### config.mk
export PLATFORM = sky130hd
export DESIGN_NAME = image_loader
export DESIGN_NICKNAME = d
export VERILOG_FILES = /design/src/rtl/image_loader.sv
export SDC_FILE = /design/constraint.sdc
export NUM_CORES = 2
export LEC_CHECK = 0
export BUFFER_PORTS_ARGS = -buffer_cell sky130_fd_sc_hd__buf_4
export CORE_MARGIN = 2
export CORE_UTILIZATION = 25
export CTS_CLUSTER_DIAMETER = 200
export CTS_CLUSTER_SIZE = 40
export DETAILED_ROUTE_END_ITERATION = 7
export PLACE_DENSITY = 0.5
export REMOVE_ABC_BUFFERS = 1
export SYNTH_ARGS = -nofsm -noshare
export SYNTH_HDL_FRONTEND = slang
export SYNTH_SLANG_ARGS = --single-unit
### constraint.sdc
create_clock -name clk -period 7.9 [get_ports clk]
set_input_delay 0 -clock clk [delete_from_list [all_inputs] [get_ports clk]]
set_output_delay 0 -clock clk [all_outputs]
set_load 0.005 [all_outputs]
### src/rtl/image_loader.sv
// Thresholds a row-major grayscale pixel stream into a LENGTH x WIDTH binary frame
// and publishes each completed frame atomically, with an init pulse for the classifier.
module image_loader #(
  parameter int LENGTH  = 32,
  parameter int WIDTH   = 32,
  parameter int PIX_W   = 8,
  parameter int THRESH  = 128,
  parameter int MIN_GAP = 2
) (
  input  logic                           clk,
  input  logic                           rst,
  input  logic                           pix_valid,
  output logic                           pix_ready,
  input  logic [PIX_W-1:0]               pix_data,
  input  logic                           pix_sof,
  output logic [LENGTH-1:0][WIDTH-1:0]   image_out,
  output logic                           init_out,
  output logic [15:0]                    frame_cnt,
  output logic                           sof_err
);

  localparam int RW = (LENGTH > 1) ? $clog2(LENGTH) : 1;
  localparam int CW = (WIDTH > 1) ? $clog2(WIDTH) : 1;
  localparam int GW = $clog2(MIN_GAP + 1);

  typedef enum logic [1:0] {IDLE, FILL, GAP} state_t;

  state_t                        state_reg, state_next;
  logic [RW-1:0]                 row_reg, row_next;
  logic [CW-1:0]                 col_reg, col_next;
  logic [GW-1:0]                 gap_reg, gap_next;
  logic [LENGTH-1:0][WIDTH-1:0]  shadow_reg, shadow_next, image_reg;
  logic                          init_reg, sof_err_reg, sof_err_next;
  logic [15:0]                   frame_cnt_reg;

  logic          accept, pix_bit, at_last, wr_en, publish;
  logic [RW-1:0] wr_row;
  logic [CW-1:0] wr_col;

  assign pix_ready = (state_reg != GAP);
  assign accept    = pix_valid && pix_ready;
  assign pix_bit   = (int'(pix_data) >= THRESH);
  assign at_last   = (row_reg == RW'(LENGTH - 1)) && (col_reg == CW'(WIDTH - 1));

  always_comb begin
    state_next   = state_reg;
    row_next     = row_reg;
    col_next     = col_reg;
    gap_next     = gap_reg;
    wr_en        = 1'b0;
    wr_row       = row_reg;
    wr_col       = col_reg;
    publish      = 1'b0;
    sof_err_next = 1'b0;
    case (state_reg)
      IDLE: begin
        // Anything before a start-of-frame beat is junk and is consumed without effect.
        if (accept && pix_sof) begin
          wr_en      = 1'b1;
          wr_row     = '0;
          wr_col     = '0;
          state_next = FILL;
        end
      end
      FILL: begin
        if (accept) begin
          wr_en = 1'b1;
          if (pix_sof) begin
            wr_row       = '0;
            wr_col       = '0;
            sof_err_next = 1'b1;
          end else if (at_last) begin
            publish    = 1'b1;
            gap_next   = GW'(MIN_GAP);
            state_next = GAP;
          end
        end
      end
      GAP: begin
        gap_next = gap_reg - 1'b1;
        if (gap_reg == GW'(1)) state_next = IDLE;
      end
      default: state_next = IDLE;
    endcase

    if (publish) begin
      row_next = '0;
      col_next = '0;
    end else if (wr_en) begin
      if (wr_col == CW'(WIDTH - 1)) begin
        col_next = '0;
        row_next = wr_row + 1'b1;
      end else begin
        col_next = wr_col + 1'b1;
        row_next = wr_row;
      end
    end
  end

  // Per-bit write decode so the published frame can include the final pixel on the same edge.
  genvar gi, gj;
  generate
    for (gi = 0; gi < LENGTH; gi++) begin : g_row
      for (gj = 0; gj < WIDTH; gj++) begin : g_col
        assign shadow_next[gi][gj] = (wr_en && wr_row == RW'(gi) && wr_col == CW'(gj))
                                     ? pix_bit : shadow_reg[gi][gj];
      end
    end
  endgenerate

  always_ff @(posedge clk) begin
    shadow_reg <= shadow_next;
  end

  always_ff @(posedge clk) begin
    if (rst) begin
      state_reg     <= IDLE;
      row_reg       <= '0;
      col_reg       <= '0;
      gap_reg       <= '0;
      image_reg     <= '0;
      init_reg      <= 1'b0;
      sof_err_reg   <= 1'b0;
      frame_cnt_reg <= '0;
    end else begin
      state_reg   <= state_next;
      row_reg     <= row_next;
      col_reg     <= col_next;
      gap_reg     <= gap_next;
      init_reg    <= publish;
      sof_err_reg <= sof_err_next;
      if (publish) begin
        image_reg     <= shadow_next;
        frame_cnt_reg <= frame_cnt_reg + 16'd1;
      end
    end
  end

  assign image_out = image_reg;
  assign init_out  = init_reg;
  assign sof_err   = sof_err_reg;
  assign frame_cnt = frame_cnt_reg;

endmodule

Yosys cells after proc, flatten, opt, wreduce, memory -nomap -nowiden
Index checks and enable logic that the tools add are counted.
{"block": "classes", "bitwise": 2, "magnitude_cmp": 1, "n_reduce_logical": 1067, "mux": 1049, "n_addsub": 4, "n_eq_ne": 73}
{"op": "$logic_and A1 B1 Y1", "n": 1059}
{"op": "$mux W1", "n": 1031}
{"op": "$eq A5 B5 Y1 const B", "n": 34}
{"op": "$eq A5 B4 Y1 const B", "n": 16}
{"op": "$eq A5 B3 Y1 const B", "n": 8}
{"op": "$mux W5", "n": 8}
{"op": "$eq A5 B2 Y1 const B", "n": 4}
{"op": "$pmux W5 S2", "n": 2}
{"op": "$add A16 B1 Y16 const B", "n": 1}
{"op": "$ne A2 B2 Y1 const B", "n": 6}
{"op": "$add A5 B1 Y5 const B", "n": 2}
{"op": "$eq A5 B1 Y1 const B", "n": 2}
{"op": "$logic_not A5 Y1", "n": 2}
{"op": "$mux W2", "n": 5}
{"op": "$ge A8 B8 Y1 const B", "n": 1}
{"op": "$pmux W2 S3", "n": 1}
{"op": "$reduce_and A5 Y1", "n": 1}
{"op": "$eq A2 B1 Y1 const B", "n": 2}
{"op": "$pmux W2 S2", "n": 1}
{"op": "$reduce_and A4 Y1", "n": 1}
{"op": "$reduce_or A3 Y1", "n": 1}
{"op": "$eq A2 B2 Y1 const B", "n": 1}
{"op": "$logic_not A2 Y1", "n": 1}
{"op": "$not A1 Y1", "n": 2}
{"op": "other kinds (4)", "n": 4}
{"block": "word_totals", "reg_bits": 2080, "out_inout_bits": 1043, "in_bits": 12}

Depth between registers and ports, before layout
{"block": "logic_depth", "word_depth": 9, "mapped_depth": 18, "depth_no_buf": 10}

Least setup slack after synthesis
No wires, ideal clock.
{"block": "synth_timing", "kind": "register to register", "start": "register state_reg[1]", "end": "register shadow_reg[927] (netlist bit)", "stages_incl_launch_ff": 18, "setup_slack_ps": 4011, "period_less_slack_ps": 3889, "n_path_buf": 8, "t_arrival_ps": 3768, "required_ps": 7779, "cell_sequence": "dfxtp_1 buf_2 nand3b_1 buf_2 buf_2 clkbuf_1 nand2_1 inv_1 ha_1 clkbuf_1 clkbuf_1 and3_1 ha_1 clkbuf_1 buf_1 nand2_1 nor3_1 mux2_2"}
{"item": "start: declaration", "line": "28", "rtl": "state_t state_reg, state_next;"}
{"item": "start signal: assignment", "line": "126", "rtl": "state_reg <= state_next;"}
{"item": "end signal: assignment", "line": "112", "rtl": "shadow_reg <= shadow_next;"}
{"item": "end: declaration", "line": "32", "rtl": "logic [LENGTH-1:0][WIDTH-1:0] shadow_reg, shadow_next, image_reg;"}

==> results by stage <==
STA:
- The setup clock skew after layout is 0.06796 ns.
- The final-layout worst hold slack is 0.1935 ns.
- Setup repair after global routing left no endpoint under its margin.
- Dividing the final minimum period by the clock period gives 60.38%.
- The hold violation count in the final report is 0.
- In this run the tightest slew margin relative to its limit is 13.95%.
- The actual slew at the worst max-slew pin is 1.291 ns.
- The total count of max-transition violations in the final report is 0.
- The minimum period implied by the final worst setup slack is 4.770 ns.
- The total of endpoints with negative setup slack in the final report is 0.
- The final-layout setup total negative slack is 0 ns.
- The peak clock frequency supported by timing is 0.2097 GHz.

Synthesis:
- The simple logic cell fraction of the synthesized area is 7.965%.
- Of the total synthesized cell area, the portion taken by full adders, half adders and majority gates is 0.2117%.
- The synthesized area per cell is 11.01 um^2.
- The distinct cell type count after synthesis is 65.
- Counting flops with an async set or reset pin after synthesis yields a share of 0%.
- Counting every instance in the synthesized netlist gives 6,443.
- The Yosys step of the flow raised 0 warnings.
- By area, the combinational part of the netlist is dominated by compound AO/OA/AOI/OAI gates.
- The post-synthesis cell area is 70,940 um^2.
- The number of enable flip-flop cells after synthesis is 0.
- The number of synthesized register bits is 2,080.
- The mux cell area share after synthesis is 7.341%.
- The sequential cell area fraction in the yosys report is 58.70%.
- The dominant register cell in the synthesized netlist is sky130_fd_sc_hd__dfxtp_1.
- Summing the areas of all compound-gate instances in the mapped netlist gives 21.70% of the synthesized area.
- After Yosys synthesis, XOR and XNOR cells account for 0.2222% of the synthesized area.

Pwr:
- Net switching is 23.22% of the power.
- The overall power after layout is 15.53 mW.
- The worst supply voltage drop on vdd is 0.0001948 V.
- The share of power burned in the clock network is 30.1%.
- The part of the power in combinational logic is 2.3%.
- The power per cell area is 185.2 nW/um^2.
- Of the total power, registers draw 67.6%.
- The switching component of the power is 3.607 mW.
- In this run the static leakage power is 32.32 nW.
- The internal power of the cells totals 11.92 mW.

Clock tree:
- Once the clock tree was built, the resizer swapped 0 gates to a different size.
- The worst-skew pair later-pin latency is 0.81 ns.
- Buffers added to address setup during post-CTS repair amount to 0.
- The number of buffers created by CTS is 59.
- The number of clock sinks is 2,080.
- The cell sitting at the root of the clock tree is a sky130_fd_sc_hd__clkbuf_16.
- The clock transition at the registers of the reported paths is 0.16 ns.
- TritonCTS built the clock tree.
- Buffers inserted to repair hold after CTS numbered 4.
- The number of H-tree branching levels is 2.
- In this run the deepest clock path goes through 3 buffers.

Floorplanning:
- The floorplan die area is 288,000 um^2.
- For this design the top-level I/O count stands at 1,055.
- For this configuration, the core starts out at a cell density of 25.13%.
- The floorplan step set the die height to 536.7 um.
- The number of placement rows is 195.
- The core region is 282,300 um^2.
- The horizontal die dimension is 536.7 um.

Route:
- The number of optimization iterations in the first detailed-route pass is 6.
- After detailed routing, the total wire length is 275,600 um.
- The detailed router placed 52,608 vias in this run.
- The via density per instance is 4.858.
- Dividing the detail-routed wire length by the instance count gives 25.45 um.
- In the routed design, unresolved DRC markers number 0.
- In this run the remaining antenna-violating nets after routing total 0.
- The first routing iteration left 3,952 violations.

Global routing:
- In the global route stage, overall resource usage came out at 18.16%.
- The initial antenna violation count is 9.
- The layer flagged by global routing as most heavily used is met2.
- For this run, global-route usage on met2 was measured as 29.00%.
- For this run, global-route usage on met1 was measured as 23.29%.
- The number of global-route vias before repair is 50,057.
- The largest net degree at the start of global routing is 207.
- The sum of overflow across all layers after global routing is 0.
- The met3 routing resource usage after global routing is 4.251%.
- The first global-routing pass estimated 382,600 um of wire.

Final layout:
- The ratio of cells with drive above 1 in the final layout is 25.11%.
- The library cell used most frequently in the layout, excluding fill and tap cells, is sky130_fd_sc_hd__dfxtp_1.
- In the layout the commonest cells are 2,076 x sky130_fd_sc_hd__dfxtp_1, 1,140 x sky130_fd_sc_hd__buf_4, 1,005 x sky130_fd_sc_hd__a22o_1, 571 x sky130_fd_sc_hd__o21ai_0, 540 x sky130_fd_sc_hd__nand2_1.
- After filler insertion, the fill cell instance count of the layout stands at 28,978.
- The post-synthesis to final-layout area growth is 18.22%.
- The area of all placed cells without fillers is 83,860 um^2.
- The number of nets in the layout is 7,092.

Placement:
- Input and output buffers added on the ports amount to 1,047.
- In this run the cell area measured after placement is 82,190 um^2.
- Detailed placement ended at an HPWL of 186,700 um.
- The routability congestion estimate from global placement is 0.7786.

Min path:
- The startpoint identified for the worst hold timing path is rst.
- The path with the worst hold slack has its endpoint at frame_cnt[9].
- In this run the worst hold path is classified as in2reg.
- The worst hold path passes through 3 cells.

Setup path:
- The end of the worst register-to-register path is image_out[568].
- The endpoint class of the critical path is a flop.
- At the worst endpoint, the arrival time is 5.44 ns.
- The critical-path maximum fanout is 31.
- The worst setup path is launched from a flop.
- The endpoint required time on the critical path is 8.57 ns.
- The logic depth of the worst register-to-register path is 11.
- The critical path is of the reg2reg type.
- Setup slack on the worst reg-to-reg path comes out at 3.13 ns.
- In this run the critical register-to-register path is launched from state_reg[1].

Status:
- The flow ran to the end, and the final reports show no timing, DRC or antenna violations.

Flow run:
- Across the run, the number of max-cap violations was 0.
routing by layer:
metal  wire length, um  share of wire (%)
met4             12950                4.7
met2            124900                 45
met5                 0                  0
met3             18590                6.7
met1            119200                 43
per-stage QoR:
step                utilization, %  setup slack, ns  std cells
floorplan                        -           -27.58       5849
global placement             29.12            2.887      10746
detailed placement           29.12            2.753      10746
CTS                          29.70            2.985      10819
global route                 29.70            2.931      10820
finish                       29.71            3.130      10830
critical path, cell delays in order, from the launching register on:
cell                       delay, ns
sky130_fd_sc_hd__dfxtp_1        0.36
sky130_fd_sc_hd__nand3b_1       0.39
sky130_fd_sc_hd__buf_4          0.59
sky130_fd_sc_hd__nand2_1        0.21
sky130_fd_sc_hd__inv_1          0.12
sky130_fd_sc_hd__ha_2           0.16
sky130_fd_sc_hd__buf_4          0.41
sky130_fd_sc_hd__nand4b_2       0.55
sky130_fd_sc_hd__a211oi_4       1.12
sky130_fd_sc_hd__nand2_1        0.13
sky130_fd_sc_hd__mux2_2         0.33
sky130_fd_sc_hd__a22o_1         0.20
power by group through the flow:
stage          Clock [mW]  Combinational (mW)  Sequential [mW]
5_1_grt              5.17               0.382             10.5
2_1_floorplan           0               0.139             10.7
6_report             4.67               0.358             10.5
4_1_cts              4.87               0.365             10.5
3_3_place_gp            0               0.360             10.7
3_5_place_dp            0               0.363             10.7
cells in the mapped netlist, types with 6 or more instances:
| cell | number | area (um^2) |
|---|---|---|
| sky130_fd_sc_hd__nand3_1 | 174 | 870.8 |
| sky130_fd_sc_hd__dfxtp_1 | 2080 | 41640 |
| sky130_fd_sc_hd__and2_1 | 17 | 106.4 |
| sky130_fd_sc_hd__mux2_1 | 7 | 78.83 |
| sky130_fd_sc_hd__nand2_1 | 546 | 2049 |
| sky130_fd_sc_hd__buf_4 | 26 | 195.2 |
| sky130_fd_sc_hd__buf_1 | 14 | 52.55 |
| sky130_fd_sc_hd__inv_1 | 28 | 105.1 |
| sky130_fd_sc_hd__xor2_1 | 14 | 122.6 |
| sky130_fd_sc_hd__or2_2 | 6 | 37.54 |
| sky130_fd_sc_hd__a22o_1 | 1005 | 8802 |
| sky130_fd_sc_hd__a21boi_0 | 17 | 127.6 |
| sky130_fd_sc_hd__nor3_2 | 7 | 70.07 |
| sky130_fd_sc_hd__nor2_1 | 122 | 457.9 |
| sky130_fd_sc_hd__o31ai_1 | 453 | 3401 |
| sky130_fd_sc_hd__a21oi_1 | 9 | 45.04 |
| sky130_fd_sc_hd__clkbuf_1 | 340 | 1276 |
| sky130_fd_sc_hd__mux2_2 | 451 | 5079 |
| sky130_fd_sc_hd__and3_1 | 14 | 87.58 |
| sky130_fd_sc_hd__buf_2 | 205 | 1026 |
| sky130_fd_sc_hd__nand2b_1 | 23 | 143.9 |
| sky130_fd_sc_hd__nor2b_1 | 27 | 168.9 |
| sky130_fd_sc_hd__nor4_1 | 14 | 87.58 |
| sky130_fd_sc_hd__ha_1 | 12 | 150.1 |
| sky130_fd_sc_hd__nand4_1 | 36 | 225.2 |
| sky130_fd_sc_hd__nor4_2 | 10 | 125.1 |
| sky130_fd_sc_hd__nor3_1 | 113 | 565.5 |
| sky130_fd_sc_hd__nor4b_1 | 6 | 52.55 |
| sky130_fd_sc_hd__o21ai_0 | 572 | 2863 |
kinds of logic (layout without fill, tap and decap cells):
logic type,Yosys count,count (layout)
AND/OR/NAND/NOR,1170,1170
XOR/XNOR,18,18
multiplexers,463,463
adder cells (fa/ha/maj),12,12
other,0,11
flip-flops,2080,2080
buffers and inverters,623,1256
AO/OA/AOI/OAI,2077,2077
cell type report:
class	count	area, um^2	area share [%]
clock buffers	60	1480	1.765
clock inverters	9	125.1	0.1492
diodes	11	27.53	0.03282
flip-flops and latches	2080	41650	49.67
well taps	3743	4683	5.584
multi-input cells	3740	26900	32.07
repair buffers	1158	8874	10.58
inverters	29	123.9	0.1477
worst max path at each step:
stage	start	end	slack (ns)	cells past startpoint
after global placement	pix_sof	shadow_reg[576]	2.89	11
final	state_reg[1]	image_out[568]	3.13	11
after CTS	state_reg[1]	shadow_reg[577]	2.99	11
after global routing	state_reg[1]	shadow_reg[577]	2.93	11
after detailed placement	pix_sof	shadow_reg[577]	2.75	11
after floorplan	col_reg[3]	image_out[0]	-27.58	4
(Power assumes the default switching activity.)
